File: config.mk
export PLATFORM = sky130hd
export DESIGN_NAME = ave_decim_fifo
export DESIGN_NICKNAME = d
export VERILOG_FILES = /design/src/rtl/ave_pkg.sv /design/src/rtl/ave_sync_fifo.sv /design/src/rtl/ave_decim_fifo.sv
export SDC_FILE = /design/constraint.sdc
export NUM_CORES = 1
export LEC_CHECK = 0
export CORE_MARGIN = 3
export CORE_UTILIZATION = 58
export DETAILED_ROUTE_END_ITERATION = 7
export GPL_TIMING_DRIVEN = 0
export PLACE_DENSITY = 0.76
export SLEW_MARGIN = 0
export SYNTH_ARGS = -nofsm -noshare
export SYNTH_HDL_FRONTEND = slang
export SYNTH_SLANG_ARGS = --single-unit
File: constraint.sdc
create_clock -name CLK -period 36.1 [get_ports CLK]
set_clock_uncertainty 0.05 [all_clocks]
set_input_delay 10.83 -clock CLK [delete_from_list [all_inputs] [get_ports CLK]]
set_output_delay 10.83 -clock CLK [all_outputs]
set_load 0.02 [all_outputs]
File: src/rtl/ave_pkg.sv
// Shared types for the decimating output FIFO behind the moving-average filter.
package ave_pkg;

    localparam int DATA_W = 16;

    typedef struct packed {
        logic              err;
        logic [DATA_W-1:0] data;
    } ave_sample_t;

endpackage

File: src/rtl/ave_sync_fifo.sv
// Show-ahead synchronous FIFO of ave_sample_t; the head entry is always presented on rdata.
module ave_sync_fifo
    import ave_pkg::*;
#(
    parameter int DEPTH  = 16,
    parameter int ADDR_W = $clog2(DEPTH)
) (
    input  logic          clk,
    input  logic          rst,
    input  logic          clear,
    input  logic          push,
    input  ave_sample_t   wdata,
    input  logic          pop,
    output ave_sample_t   rdata,
    output logic          full,
    output logic          empty,
    output logic [ADDR_W:0] level
);

    logic [ADDR_W:0] wr_cnt_r;
    logic [ADDR_W:0] rd_cnt_r;
    ave_sample_t     mem_r [DEPTH];

    logic push_ok_s;
    logic pop_ok_s;

    // Counters carry one extra bit so that full and empty differ.
    assign level     = wr_cnt_r - rd_cnt_r;
    assign full      = (level == (ADDR_W + 1)'(DEPTH));
    assign empty     = (level == {(ADDR_W + 1){1'b0}});
    assign pop_ok_s  = pop && !empty;
    assign push_ok_s = push && (!full || pop_ok_s);
    assign rdata     = mem_r[rd_cnt_r[ADDR_W-1:0]];

    // Storage and pointer update; clear only rewinds the pointers.
    always_ff @(posedge clk or posedge rst) begin
        if (rst) begin
            wr_cnt_r <= {(ADDR_W + 1){1'b0}};
            rd_cnt_r <= {(ADDR_W + 1){1'b0}};
            for (int i = 0; i < DEPTH; i++) begin
                mem_r[i] <= '0;
            end
        end else if (clear) begin
            wr_cnt_r <= {(ADDR_W + 1){1'b0}};
            rd_cnt_r <= {(ADDR_W + 1){1'b0}};
        end else begin
            if (push_ok_s) begin
                mem_r[wr_cnt_r[ADDR_W-1:0]] <= wdata;
                wr_cnt_r <= wr_cnt_r + (ADDR_W + 1)'(1);
            end
            if (pop_ok_s) begin
                rd_cnt_r <= rd_cnt_r + (ADDR_W + 1)'(1);
            end
        end
    end

endmodule

File: src/rtl/ave_decim_fifo.sv
// Decimates the filter's un-throttled output stream by DECIM and buffers the kept
// samples for a backpressured consumer; drops are flagged, never silent.
module ave_decim_fifo
    import ave_pkg::*;
#(
    parameter int DECIM = 4,
    parameter int DEPTH = 16
) (
    input  logic                     CLK,
    input  logic                     RESET,
    input  logic                     ASI_VALID,
    input  logic [DATA_W-1:0]        ASI_DATA,
    input  logic                     ASI_ERROR,
    input  logic                     ASO_READY,
    output logic                     ASO_VALID,
    output logic [DATA_W-1:0]        ASO_DATA,
    output logic                     ASO_ERROR,
    input  logic                     CLEAR,
    output logic                     OVERFLOW,
    output logic [$clog2(DEPTH):0]   LEVEL
);

    localparam int PH_W = (DECIM > 1) ? $clog2(DECIM) : 1;
    localparam logic [PH_W-1:0] PH_LAST = PH_W'(DECIM - 1);

    logic [PH_W-1:0] phase_r;
    logic            err_acc_r;
    logic            drop_pend_r;
    logic            overflow_r;

    logic        last_s;
    logic        push_req_s;
    logic        pop_s;
    logic        accept_s;
    logic        drop_s;
    logic        full_s;
    logic        empty_s;
    ave_sample_t wdata_s;
    ave_sample_t rdata_s;

    assign last_s     = (phase_r == PH_LAST);
    assign push_req_s = ASI_VALID && last_s && !CLEAR;
    assign pop_s      = !empty_s && ASO_READY && !CLEAR;
    assign accept_s   = push_req_s && (!full_s || pop_s);
    assign drop_s     = push_req_s && full_s && !pop_s;
    // A pending drop is reported on the next sample that actually lands.
    assign wdata_s.err  = err_acc_r | ASI_ERROR | drop_pend_r;
    assign wdata_s.data = ASI_DATA;

    ave_sync_fifo #(
        .DEPTH (DEPTH)
    ) u_fifo (
        .clk   (CLK),
        .rst   (RESET),
        .clear (CLEAR),
        .push  (accept_s),
        .wdata (wdata_s),
        .pop   (pop_s),
        .rdata (rdata_s),
        .full  (full_s),
        .empty (empty_s),
        .level (LEVEL)
    );

    // Group phase, error accumulation and overflow bookkeeping.
    always_ff @(posedge CLK or posedge RESET) begin
        if (RESET) begin
            phase_r     <= {PH_W{1'b0}};
            err_acc_r   <= 1'b0;
            drop_pend_r <= 1'b0;
            overflow_r  <= 1'b0;
        end else if (CLEAR) begin
            phase_r     <= {PH_W{1'b0}};
            err_acc_r   <= 1'b0;
            drop_pend_r <= 1'b0;
            overflow_r  <= 1'b0;
        end else begin
            if (ASI_VALID) begin
                if (last_s) begin
                    phase_r   <= {PH_W{1'b0}};
                    err_acc_r <= 1'b0;
                end else begin
                    phase_r   <= phase_r + PH_W'(1);
                    err_acc_r <= err_acc_r | ASI_ERROR;
                end
            end
            if (accept_s) begin
                drop_pend_r <= 1'b0;
            end else if (drop_s) begin
                drop_pend_r <= 1'b1;
                overflow_r  <= 1'b1;
            end
        end
    end

    assign ASO_VALID = !empty_s;
    assign ASO_DATA  = rdata_s.data;
    assign ASO_ERROR = rdata_s.err;
    assign OVERFLOW  = overflow_r;

endmodule

==> results by group <==
Run status
  • Outcome: completed

Global route
  • First-pass GRT wire length: 50.7 mm
  • Initial antenna violation count: 0
  • Vias in the first global route: 8,682
  • Gr ovfl total: 0
  • Largest net degree at the start of global routing: 147
  • GR Util All Layers: 25.3%

Clock network
  • Clock Tree Buf Depth: 3
  • TritonCTS Sinks: 287
  • H-tree depth: 1
  • Clock-pin slew on the worst setup and hold paths: 0.06 ns
  • Clock root buffer: clkbuf_16
  • Skew-Pair Late Insertion Delay: 0.55 ns
  • CTS tree: built
  • CTS Buf Count: 30
  • Post-CTS Resized: 0
  • CTS Hold Bufs: 0
  • Post-CTS setup buffer count: 0

Hold path
  • Worst hold path class: reg -> reg
  • Hold endpoint: u_fifo.mem_r[248]
  • Hold Path Depth: 1
  • Worst hold start: u_fifo.mem_r[248]

Floorplanning
  • Cell Rows: 56
  • Core area: 23,600 sq um
  • Die X: 161 um
  • # IOs: 46
  • Die ar.: 26,000 sq um
  • Overall die height: 161 um
  • Initial core utilization: 59.2%

Critical path
  • Worst R2R Setup Slack: 31.31 ns
  • Crit Path Class: reg -> out
  • Cell family with most CP delay: buffers and inverters
  • Critical Path Max Stage Delay: 0.75 ns
  • Critical Path Start Type: register
  • Worst reg2reg path depth: 11
  • Critical Path End Type: output pin
  • Worst path cell trace: buf_2, clkbuf_1, clkbuf_1, inv_1, ha_1, a21o_2, nor4b_4, or2_2, buf_2, nand2_1, clkdlybuf4s50_1
  • Slowest CP cell: clkbuf_1
  • Crit Path Max Fanout: 10
  • Arr. time, crit path: 4.65 ns
  • Worst endpoint required time: 25.22 ns
  • RR Endpoint: u_fifo.mem_r[262]
  • Worst path bufs/invs: 6
  • RR Startpoint: u_fifo.rd_cnt_r[1]

Finish
  • Fraction of final layout cells with drive strength greater than 1: 49.2%
  • Layout area overhead: 13.8%
  • Most frequent cells in the layout: 287 x dfrtp_1, 190 x mux2_2, 89 x mux2_4, 85 x mux4_2, 44 x clkdlybuf4s50_1
  • Multi-input gate area: 6330 sq um
  • Sequential Area: 7180 sq um
  • Antenna cells: 0
  • Fillers: 1,611
  • Final net count: 952
  • Final Core Density: 67.4%
  • Most common cell after layout, fill and taps aside: dfrtp_1

Logic synthesis
  • Top-area cell type share of the netlist area: 51.3%
  • Ys Warns: 0
  • Synth Area in Simple Gates: 2.43%
  • Synth Area in XOR/XNOR: 0.367%
  • Largest family of logic cells by synthesized area: multiplexers
  • Gate Count Post-Synth: 841
  • Mux contribution to synthesized area: 39.0%
  • Syn_area_per_cell: 16.6 sq um
  • Number of synthesized flops with an enable pin: 0
  • Synth area leaders: dfrtp_1 51%, mux2_2 15%, mux4_2 14%
  • Asr flop ratio synth: 100%
  • Synthesis-stage register bit count: 287
  • Sequential fraction of the synthesis area: 51.3%
  • Syn Nets: 874
  • Synth cell types: 43
  • Post-Syn Area: 14,000 sq um
  • Post-synth top area cell: dfrtp_1
  • Synth Area in Compound Gates: 2.42%
  • Main synth FF type: dfrtp_1
  • Adder-cell share of the synthesized area: 1.04%

Pwr
  • Peak supply drop: 40.5 uV
  • P_leak: 7.73 nW
  • Power density of the placed cells: 53.8 nW/um^2

STA
  • Final Hold Viols: 0
  • Achievable Freq: 0.0644 GHz
  • Max-slew headroom: 19.8%
  • Minimum clock period: 15.53 ns
  • Final Max Slew Viols: 0
  • Setup violators final: 0
  • RSZ-0062 raised after global routing: no
  • Tcrit/Tclk final: 43.0%
  • Worst slew pin tran: 1.20 ns
  • Setup TNS: 0 ns

Route
  • Drt first pass iters: 5
  • DR DRC count: 0
  • Vias: 7,793
  • Final wirelength: 31.8 mm
  • Antenna Violating Nets Remaining: 0
  • Via density: 6.18
  • Starting DRC count in detailed routing: 544
  • Wire per inst: 25.2 um

Placed design
  • PortBufs: 44
  • Post-DP HPWL: 21.6 mm
  • Routability Congestion: 0.849

Flow run
  • # Max-Cap Violations: 0
[cells in the mapped netlist, drive strengths merged (2+ instances only)]
| master | number |
|---|---|
| dfrtp | 287 |
| mux2 | 279 |
| mux4 | 85 |
| clkbuf | 31 |
| buf | 30 |
| nor2 | 27 |
| o21ai | 15 |
| inv | 11 |
| ha | 10 |
| a21oi | 9 |
| nand2 | 9 |
| nand2b | 6 |
| nor2b | 6 |
| mux2i | 5 |
| nand3 | 5 |
| nor3b | 3 |
| xnor2 | 3 |
| nand3b | 2 |
| nand4 | 2 |
| o2111ai | 2 |
| xor2 | 2 |
[metrics by stage]
step	setup WS (ns)	cells	hold WS (ns)	power (mW)	cell area (sq um)
after global placement	14.78	1204	0.431	0.542	14800
after floorplan	17.30	841	0.417	0.484	14000
after detailed placement	21.22	1206	0.437	0.548	14900
after CTS	20.62	1260	0.450	0.861	15900
final	20.57	1260	0.447	0.855	15900
after global routing	20.41	1260	0.457	0.886	15900
[registers in the layout (all words and copies together), names as in the netlist]
name,count
phase_r,2
err_acc_r,1
OVERFLOW,1
drop_pend_r,1
u_fifo.wr_cnt_r,5
u_fifo.mem_r,272
u_fifo.rd_cnt_r,5
[power breakdown]
| group | internal, mW | total, mW | switching (mW) |
|---|---|---|---|
| Sequential | 0.328 | 0.332 | 0.00396 |
| Clock | 0.190 | 0.313 | 0.123 |
| Combinational | 0.0849 | 0.210 | 0.126 |
[area by class of cell]
cell class / count / area share, %
Buffer: 61 / 2.74
Multi-Input combinational cell: 482 / 39.8
Tap cell: 319 / 2.51
Clock buffer: 46 / 5.86
Timing Repair Buffer: 46 / 3.11
Clock inverter: 8 / 0.566
Inverter: 11 / 0.307
Sequential cell: 287 / 45.1
[worst max path at each step]
stage                             from  cells past startpoint           endpoint
finish              u_fifo.rd_cnt_r[1]                     11          ASO_VALID
CTS                 u_fifo.rd_cnt_r[1]                     11          ASO_VALID
global route        u_fifo.rd_cnt_r[1]                     11          ASO_VALID
floorplan                        RESET                      1           OVERFLOW
detailed placement  u_fifo.rd_cnt_r[1]                     11          ASO_VALID
global placement                 RESET                      2  u_fifo.mem_r[148]
[logic make-up after synthesis]
group | after synthesis
mux | 369
flops | 287
fa+ha+maj | 11
xor+xnor | 5
buf+inv | 72
simple gates | 65
compound gates | 32
[layer usage]
metal | up-vias | global-route usage (%) | part of all wire, %
met4 | 0 | 6.02 | 2.6
met2 | 223 | 45.0 | 52
met1 | 4219 | 33.5 | 41
met5 | - | 0 | 0
li1 | 3292 | - | -
met3 | 59 | 3.18 | 4.0
(Power assumes the default switching activity.)
